$ cat src/rtl/fifo_wr_arbiter.sv
// fifo_wr_arbiter
// Round-robin arbiter that shares the single write port of one async FIFO
// between NUM_REQ valid/ready requesters in the write-clock domain. One
// requester owns the port for a burst of at most MAX_BURST beats. The
// arbiter backs off when the FIFO reports full (stall) or almost-full (end
// the burst after the current beat).
//
// Ports:
//   i_clk          write-domain clock (same as FIFO wr_clk)
//   i_rst          synchronous reset, active-high
//   i_req_valid    per-requester data valid
//   i_req_data     requester i word at [i*DATA_WIDTH +: DATA_WIDTH]
//   o_req_ready    per-requester accept (only the owner, only while not full)
//   o_fifo_wr_en   FIFO write enable (equals the beat-accepted term)
//   o_fifo_wr_data FIFO write data (owner's slice, always steered)
//   i_fifo_full    FIFO full flag (registered in the FIFO)
//   i_fifo_afull   FIFO almost-full flag (registered in the FIFO)
//   o_grant        one-hot owner of the current burst, zero in IDLE
//   o_busy         high while a burst is in progress
module fifo_wr_arbiter #(
  parameter int NUM_REQ    = 4,
  parameter int DATA_WIDTH = 4,
  parameter int MAX_BURST  = 4
) (
  input  logic                          i_clk,
  input  logic                          i_rst,
  input  logic [NUM_REQ-1:0]            i_req_valid,
  input  logic [NUM_REQ*DATA_WIDTH-1:0] i_req_data,
  output logic [NUM_REQ-1:0]            o_req_ready,
  output logic                          o_fifo_wr_en,
  output logic [DATA_WIDTH-1:0]         o_fifo_wr_data,
  input  logic                          i_fifo_full,
  input  logic                          i_fifo_afull,
  output logic [NUM_REQ-1:0]            o_grant,
  output logic                          o_busy
);

  localparam int IDX_W = $clog2(NUM_REQ);
  localparam int CNT_W = $clog2(MAX_BURST) + 1;

  typedef enum logic [0:0] {
    ST_IDLE  = 1'b0,
    ST_BURST = 1'b1
  } state_t;

  state_t               r_state;
  state_t               w_state_nxt;
  logic [IDX_W-1:0]     r_gnt_idx;
  logic [IDX_W-1:0]     w_gnt_idx_nxt;
  logic [IDX_W-1:0]     r_last_idx;
  logic [IDX_W-1:0]     w_last_idx_nxt;
  logic [CNT_W-1:0]     r_beat_cnt;
  logic [CNT_W-1:0]     w_beat_cnt_nxt;
  logic [NUM_REQ-1:0]   r_grant;
  logic [NUM_REQ-1:0]   w_grant_nxt;

  logic [NUM_REQ-1:0]   w_above_mask;
  logic [NUM_REQ-1:0]   w_valid_hi;
  logic [NUM_REQ-1:0]   w_valid_lo;
  logic [IDX_W-1:0]     w_idx_hi;
  logic [IDX_W-1:0]     w_idx_lo;
  logic [IDX_W-1:0]     w_winner_idx;
  logic                 w_gnt_valid;
  logic [DATA_WIDTH-1:0] w_gnt_data;
  logic                 w_in_burst;
  logic                 w_beat_acc;
  logic                 w_burst_end;

  // Round-robin winner: lowest valid index above last_idx, else lowest valid
  // index at or below it. This is the cyclic search starting at last_idx+1.
  always_comb begin
    w_above_mask = '0;
    w_idx_hi     = '0;
    w_idx_lo     = '0;
    for (int i = 0; i < NUM_REQ; i++) begin
      w_above_mask[i] = (IDX_W'(i) > r_last_idx);
    end
    w_valid_hi = i_req_valid & w_above_mask;
    w_valid_lo = i_req_valid & ~w_above_mask;
    // Scan downward so the lowest set bit is the last one written.
    for (int i = NUM_REQ - 1; i >= 0; i--) begin
      w_idx_hi = w_valid_hi[i] ? IDX_W'(i) : w_idx_hi;
      w_idx_lo = w_valid_lo[i] ? IDX_W'(i) : w_idx_lo;
    end
    w_winner_idx = (|w_valid_hi) ? w_idx_hi : w_idx_lo;
  end

  // Steer the owner's valid bit and data word (AND-OR mux on gnt_idx).
  always_comb begin
    w_gnt_valid = 1'b0;
    w_gnt_data  = '0;
    for (int i = 0; i < NUM_REQ; i++) begin
      w_gnt_valid = w_gnt_valid | ((r_gnt_idx == IDX_W'(i)) & i_req_valid[i]);
      w_gnt_data  = w_gnt_data |
                    ({DATA_WIDTH{r_gnt_idx == IDX_W'(i)}} &
                     i_req_data[i*DATA_WIDTH +: DATA_WIDTH]);
    end
  end

  // Ready is also masked by reset so a beat in the reset cycle is not taken.
  assign w_in_burst  = (r_state == ST_BURST);
  assign w_beat_acc  = w_in_burst & w_gnt_valid & ~i_fifo_full & ~i_rst;
  assign w_burst_end = (w_beat_acc &
                        ((r_beat_cnt == CNT_W'(MAX_BURST - 1)) | i_fifo_afull)) |
                       ~w_gnt_valid;

  assign o_req_ready    = (w_in_burst & ~i_fifo_full & ~i_rst) ? r_grant : '0;
  assign o_fifo_wr_en   = w_beat_acc;
  assign o_fifo_wr_data = w_gnt_data;
  assign o_grant        = r_grant;
  assign o_busy         = w_in_burst;

  // Next-state logic: arbitration in IDLE, beat counting and exit in BURST.
  always_comb begin
    w_state_nxt    = r_state;
    w_gnt_idx_nxt  = r_gnt_idx;
    w_last_idx_nxt = r_last_idx;
    w_beat_cnt_nxt = r_beat_cnt;
    w_grant_nxt    = r_grant;
    case (r_state)
      ST_IDLE: begin
        if ((|i_req_valid) && !i_fifo_full && !i_fifo_afull) begin
          w_state_nxt    = ST_BURST;
          w_gnt_idx_nxt  = w_winner_idx;
          w_last_idx_nxt = w_winner_idx;
          w_beat_cnt_nxt = '0;
          w_grant_nxt    = {{(NUM_REQ-1){1'b0}}, 1'b1} << w_winner_idx;
        end else begin
          w_state_nxt = ST_IDLE;
          w_grant_nxt = '0;
        end
      end
      ST_BURST: begin
        if (w_beat_acc) begin
          w_beat_cnt_nxt = r_beat_cnt + CNT_W'(1);
        end else begin
          w_beat_cnt_nxt = r_beat_cnt;
        end
        // A full stall with valid held never ends the burst.
        if (w_burst_end) begin
          w_state_nxt = ST_IDLE;
          w_grant_nxt = '0;
        end else begin
          w_state_nxt = ST_BURST;
        end
      end
      default: begin
        w_state_nxt = ST_IDLE;
        w_grant_nxt = '0;
      end
    endcase
  end

  // State and arbitration registers with synchronous reset.
  always_ff @(posedge i_clk) begin
    if (i_rst) begin
      r_state    <= ST_IDLE;
      r_gnt_idx  <= '0;
      r_last_idx <= IDX_W'(NUM_REQ - 1);
      r_beat_cnt <= '0;
      r_grant    <= '0;
    end else begin
      r_state    <= w_state_nxt;
      r_gnt_idx  <= w_gnt_idx_nxt;
      r_last_idx <= w_last_idx_nxt;
      r_beat_cnt <= w_beat_cnt_nxt;
      r_grant    <= w_grant_nxt;
    end
  end

endmodule

$ cat config.mk
export PLATFORM = sky130hd
export DESIGN_NAME = fifo_wr_arbiter
export DESIGN_NICKNAME = d
export VERILOG_FILES = /design/src/rtl/fifo_wr_arbiter.sv
export SDC_FILE = /design/constraint.sdc
export NUM_CORES = 1
export LEC_CHECK = 0
export BUFFER_PORTS_ARGS = -buffer_cell sky130_fd_sc_hd__buf_2
export CAP_MARGIN = 5
export CORE_MARGIN = 2
export CORE_UTILIZATION = 39
export CTS_CLUSTER_DIAMETER = 80
export DETAILED_ROUTE_END_ITERATION = 8
export PLACE_DENSITY = 0.79
export SKIP_LAST_GASP = 1
export SYNTH_ARGS = -nofsm -noshare
export SYNTH_HDL_FRONTEND = slang
export SYNTH_SLANG_ARGS = --single-unit
export TNS_END_PERCENT = 50
$ cat constraint.sdc
create_clock -name i_clk -period 1.5 [get_ports i_clk]
set_clock_uncertainty 0.15 [all_clocks]
set_input_delay 0.15 -clock i_clk [delete_from_list [all_inputs] [get_ports i_clk]]
set_output_delay 0.15 -clock i_clk [all_outputs]
set_load 0.02 [all_outputs]
==> results of run 1 <==
-- power by group --
part	switching [µW]	internal [µW]	total, µW
logic	106	113	219
registers	11.9	329	341
clock network	113	148	261
total	231	590	822
-- sequential cells by signal (all words and copies together) (netlist names) --
register	cells
o_busy	1
o_grant	4
r_beat_cnt	3
r_gnt_idx	2
r_last_idx	2
-- logic make-up (layout without fill, tap and decap cells) --
family,after synthesis,count (layout),synth area share (%)
flip-flops,12,12,33.2
buffers and inverters,5,53,3.29
adder cells (fa/ha/maj),2,2,3.46
AND/OR/NAND/NOR,30,30,22.7
AO/OA/AOI/OAI,20,20,20.2
multiplexers,5,5,17.1
-- stage by stage --
stage	worst slack, ns	TNS (ns)	cell area (µm²)	cells
global placement	0.00648	0	978	140
detailed placement	-0.0516	-0.133	978	140
CTS	-0.259	-2.00	1080	147
floorplan	-0.0563	-0.278	733	74
global route	-0.310	-2.90	1110	147
finish	-0.251	-1.84	1110	147
-- routing by layer --
layer  vias up  share of wire (%)  global-route usage [%]
li1        378                  -                       -
met1       393                 37                    21.8
met2        65                 50                    38.4
met3         9                 11                    5.38
met4         0                2.6                    11.1
met5         -                  0                       0
-- final timing paths --
path | from | endpoint | slack [ns]
hold / removal | i_rst | r_gnt_idx[1] | 0.03
setup / recovery | r_gnt_idx[0] | o_fifo_wr_en | -0.25
setup reg to reg | r_gnt_idx[0] | o_grant[2] | -0.08
hold reg to reg | o_grant[3] | o_grant[3] | 0.33
-- cell usage after synthesis (all sizes together) --
cell     n
nor2     5
o2111a   1
ha       2
nand2b   4
dfxtp   12
o41ai    2
inv      3
a211oi   1
o211ai   1
o21ai    4
mux4     5
nand4    2
buf      2
a21o     1
or3      1
nor3b    1
and2     5
a32o     2
a21oi    6
nor3     1
nand3    4
o311ai   1
nand3b   1
o22a     1
nand2    6
-- what timing repair did --
item,CTS,global route
pin swaps,2,3
hold buffers,0,0
gates resized for setup,21,8
buffers inserted,3,0
cloned,0,0
endpoints found under the setup margin,14,18
-- final cells by class --
type	instances	area share, %
flip-flops and latches	12	22.5
clock buffers	4	3.28
repair buffers	46	28.2
well taps	25	2.82
multi-input cells	57	42.1
inverters	3	1.02
==> flow_metrics.py, run 1 <==
metrics = {
    "sta": {
        "setup_slack_ns": -0.251,
        "setup_viol": 16,
        "slew_headroom_pct": 75.4,
        "finalMaxSlewViolations": 0,
        "period_share_pct": 117,
        "rsz0062_at_grt": "yes",
        "finalCriticalPeriod_ns": 1.75,
        "fmax_ghz": 0.571,
        "timing.hold.ws_ns": 0.0264,
        "worst_slew_pin_slew_ns": 0.365,
        "finalHoldViolCount": 0,
    },
    "yosys": {
        "syn-cell-area_um2": 723,
        "yosysSeqAreaShare_pct": 33.2,
        "ys_ff_latch": 12,
        "synth_cell_types": 28,
        "syn_nets": 100,
        "synth_cells": 74,
        "synth_top_area_share_pct": 33.2,
        "synth_top_area_cell": "dfxtp_1",
        "synth.avg_cell_area_um2": 9.77,
        "synth_area_leaders": "dfxtp_1 33%, mux4_1 11%, mux4_2 6.2%, and2_1 4.3%, a21oi_1 4.2%",
        "yosys_warnings": 0,
    },
    "placed_design": {
        "port_buffers": 37,
        "gp_congestion": 0.784,
        "hpwl_um": 1610,
    },
    "clock_tree": {
        "root_buffer": "clkbuf_4",
        "cts_tree": "yes",
        "clk_pin_slew_ns": 0.08,
        "cts.sinks": 12,
        "cts_buffers": 3,
        "htreeDepth": 1,
        "insertion_delay_ns": 0.28,
        "clockBufferDepth": 2,
    },
    "critical_path": {
        "crit_cells": 4,
        "critical_path_buf_inv_count": 2,
        "worstRegToRegCells": 3,
        "worstSetupPathType": "flip-flop to output pin",
        "cp_top_family": "multiplexers",
        "critPathMaxStageDelay_ns": 0.56,
        "critical_path.max_fanout": 3,
        "cp.arrival_ns": 1.45,
        "critPathLaunchType": "flip-flop",
        "slowest_stage": "mux4_2",
        "cp_cell_sequence": "mux4_2 -> nand2_4 -> inv_2 -> buf_6",
        "required_ns": 1.20,
        "endpoint_kind": "output pin",
    },
    "route": {
        "vias_per_cell": 5.75,
        "wl_per_cell_um": 14.6,
        "routed_wl_um": 2150,
        "drtAntennaViolNets": 0,
        "num_vias": 845,
        "drc": 0,
        "first_pass_iters": 4,
        "drt_iter0_drc": 31,
    },
    "pwr": {
        "p_total_uw": 822,
        "vdd_drop_max_uv": 484,
        "p_per_area_mw_per_mm2": 742,
        "power.leakage_uw": 0.000500,
    },
    "finish": {
        "diodes": 0,
        "multi_input_area_um2": 467,
        "layout-drive-gt1-share_pct": 52.5,
        "area_growth_syn_to_layout_pct": 53.1,
        "nets": 149,
        "final-seq-area_um2": 249,
        "final_common_cell": "buf_2",
        "fillers": 149,
        "final_core_util_pct": 64.1,
        "most-common-layout-cells": "28 x buf_2, 10 x buf_6, 9 x dfxtp_1, 8 x buf_4, 6 x a21oi_1",
    },
    "die": {
        "num_rows": 15,
        "fp.dieW_um": 47.1,
        "initial_core_util_pct": 41.9,
        "die_y_um": 47.1,
        "core-area_mm2": 0.00173,
        "ioPinCount": 38,
        "dieArea_mm2": 0.00221,
    },
    "status": {
        "status": "finished, violations left",
        "violations": "setup timing",
    },
    "grt": {
        "antenna_found_initial": 0,
        "grt_pass1_wl_um": 3250,
        "grt_overflow": 0,
        "grt_max_degree": 10,
        "first_global_vias": 807,
        "grtUsageTotal_pct": 21.0,
    },
    "worst_hold_path": {
        "hp-class": "input port to flip-flop",
        "hold_depth": 2,
    },
    "run": {
        "drv_cap": 0,
    },
}
Note: power is estimated with default switching activity, not from simulation.
==> run 2, diff against run 1 <==
--- a/config.mk
+++ b/config.mk
@@ -5,7 +5,7 @@
 export SDC_FILE = /design/constraint.sdc
 export NUM_CORES = 1
 export LEC_CHECK = 0
-export BUFFER_PORTS_ARGS = -buffer_cell sky130_fd_sc_hd__buf_2
+export BUFFER_PORTS_ARGS = -buffer_cell sky130_fd_sc_hd__clkbuf_2
 export CAP_MARGIN = 5
 export CORE_MARGIN = 2
 export CORE_UTILIZATION = 39
==> flow_metrics.py, run 2 (same netlist as run 1, synthesis figures left out) <==
metrics = {
    "run": {
        "drv_cap": 0,
    },
    "placed_design": {
        "place_area_mm2": 0.00100,
        "place_ws_ns": -0.0190,
        "gp_congestion": 0.822,
        "dp_cells": 143,
        "port_buffers": 37,
        "hpwl_um": 1700,
    },
    "die": {
        "dieArea_mm2": 0.00221,
        "ioPinCount": 38,
        "fp.dieW_um": 47.1,
        "initial_core_util_pct": 41.9,
        "core-area_mm2": 0.00173,
        "num_rows": 15,
        "die_y_um": 47.1,
    },
    "finish": {
        "layout-drive-gt1-share_pct": 54.8,
        "multi_input_area_um2": 468,
        "final_common_cell": "clkbuf_2",
        "nets": 153,
        "most-common-layout-cells": "29 x clkbuf_2, 10 x buf_4, 9 x dfxtp_1, 6 x a21oi_1",
        "diodes": 0,
        "fin_area_mm2": 0.00116,
        "largest_reg_flops": 4,
        "area_growth_syn_to_layout_pct": 60.4,
        "final-seq-area_um2": 246,
        "instances_no_fill": 151,
        "fillers": 155,
        "final_core_util_pct": 67.2,
    },
    "route": {
        "num_vias": 842,
        "first_pass_iters": 6,
        "drc": 0,
        "drt_iter0_drc": 41,
        "wl_per_cell_um": 14.9,
        "routed_wl_um": 2250,
        "vias_per_cell": 5.58,
        "drtAntennaViolNets": 0,
    },
    "pwr": {
        "p_per_area_mw_per_mm2": 731,
        "power_switching_uw": 243,
        "swShare_pct": 28.7,
        "combinationalPowerShare_pct": 27.8,
        "p_total_uw": 848,
        "power.leakage_uw": 0.000524,
        "p_clk_share_pct": 31.9,
        "p_seq_share_pct": 40.3,
        "internal_power_uw": 605,
        "vdd_drop_max_uv": 461,
    },
    "clock_tree": {
        "clockBufferDepth": 2,
        "cts-hold-fix-buffers": 0,
        "cts_tree": "yes",
        "insertion_delay_ns": 0.29,
        "cts.sinks": 12,
        "htreeDepth": 1,
        "cts_buffers": 3,
        "root_buffer": "clkbuf_4",
        "clk_pin_slew_ns": 0.08,
    },
    "status": {
        "status": "finished, violations left",
        "violations": "setup timing",
    },
    "critical_path": {
        "critical_path.max_fanout": 2,
        "critPathLaunchType": "flip-flop",
        "rrSetupSlack_ns": -0.19,
        "worstRegToRegCells": 6,
        "cp.arrival_ns": 1.48,
        "worstSetupPathType": "flip-flop to output pin",
        "r2r_end": "r_beat_cnt[1]",
        "required_ns": 1.20,
        "endpoint_kind": "output pin",
        "worst_r2r_startpoint": "r_gnt_idx[0]",
    },
    "sta": {
        "setup_viol": 17,
        "finalHoldViolCount": 0,
        "finalCriticalPeriod_ns": 1.78,
        "rsz0062_at_grt": "yes",
        "slew_headroom_pct": 78.4,
        "period_share_pct": 119,
        "setup_slack_ns": -0.278,
        "fmax_ghz": 0.562,
        "worst_slew_pin_slew_ns": 0.319,
        "finalMaxSlewViolations": 0,
    },
    "grt": {
        "antenna_found_initial": 0,
        "grt_overflow": 0,
        "grt_max_degree": 10,
        "grt_pass1_wl_um": 3260,
        "grtUsageTotal_pct": 21.3,
        "first_global_vias": 809,
    },
    "worst_hold_path": {
        "hold_depth": 2,
        "whs_endpoint": "r_gnt_idx[1]",
        "hp-start": "i_rst",
        "hp-class": "input port to flip-flop",
    },
}
[run 2: cell types whose count changed in the layout (fill, tap and decap cells not counted)]
| cell | previous run | this run |
|---|---|---|
| clkbuf_8 | 1 | 3 |
| buf_2 | 28 | 0 |
| dfxtp_4 | 2 | 1 |
| o2111a_1 | 1 | 0 |
| buf_6 | 10 | 5 |
| buf_4 | 8 | 10 |
| clkbuf_2 | 0 | 29 |
| buf_8 | 0 | 4 |
| o2111a_2 | 0 | 1 |
| dfxtp_2 | 1 | 2 |
| inv_4 | 0 | 1 |
| inv_2 | 1 | 0 |
[run 2: through the flow]
step / hold slack (ns) / TNS (ns)
6_report: 0.0217 / -2.85
5_1_grt: 0.0493 / -3.52
4_1_cts: 0.0425 / -2.42
3_5_place_dp: 0.318 / -0.0346
3_3_place_gp: 0.308 / 0
2_1_floorplan: 0.253 / -0.278
[run 2: worst max-delay path, cell delays in order (launching register included)]
cell	delay, ns
dfxtp_2	0.37
mux4_2	0.56
nand2_4	0.11
inv_4	0.04
buf_8	0.12
[run 2: worst max-delay path by stage]
stage               slack (ns)  depth (start not counted)                 to    startpoint
floorplan                -0.06                          3         o_grant[1]        o_busy
global placement          0.02                          3         o_grant[2]  r_gnt_idx[0]
detailed placement       -0.02                          3         o_grant[0]  r_gnt_idx[0]
CTS                      -0.24                          3  o_fifo_wr_data[1]  r_gnt_idx[0]
global route             -0.29                          4       o_fifo_wr_en  r_gnt_idx[0]
finish                   -0.28                          4       o_fifo_wr_en  r_gnt_idx[0]
[run 2: final cells by class]
type | instances | share of cell area (%)
sequential | 12 | 21.3
inverter | 3 | 1.19
tap | 25 | 2.70
multi-input combinational | 57 | 40.3
timing repair buffer | 50 | 31.4
clock buffer | 4 | 3.13
[run 2: power by group through the flow]
stage	combinational, µW	sequential, µW	clock (µW)
detailed placement	191	348	0
floorplan	104	352	0
global placement	186	347	0
finish	236	342	271
CTS	222	342	263
global route	253	344	277
[run 2: layer usage]
layer	share of wire [%]	wire length (µm)	GRT usage, %	vias to the layer above
li1	-	-	-	390
met1	38	866	22.1	405
met3	8.6	193	2.31	7
met2	51	1140	41.6	40
met4	2.2	50	10.0	0
met5	0	0	0	-
[run 2: what timing repair did]
item,CTS,global route
buffers inserted,3,1
setup endpoints to repair,13,18
endpoints found under the hold margin,0,0
resized for setup,19,17
pin swaps,3,3
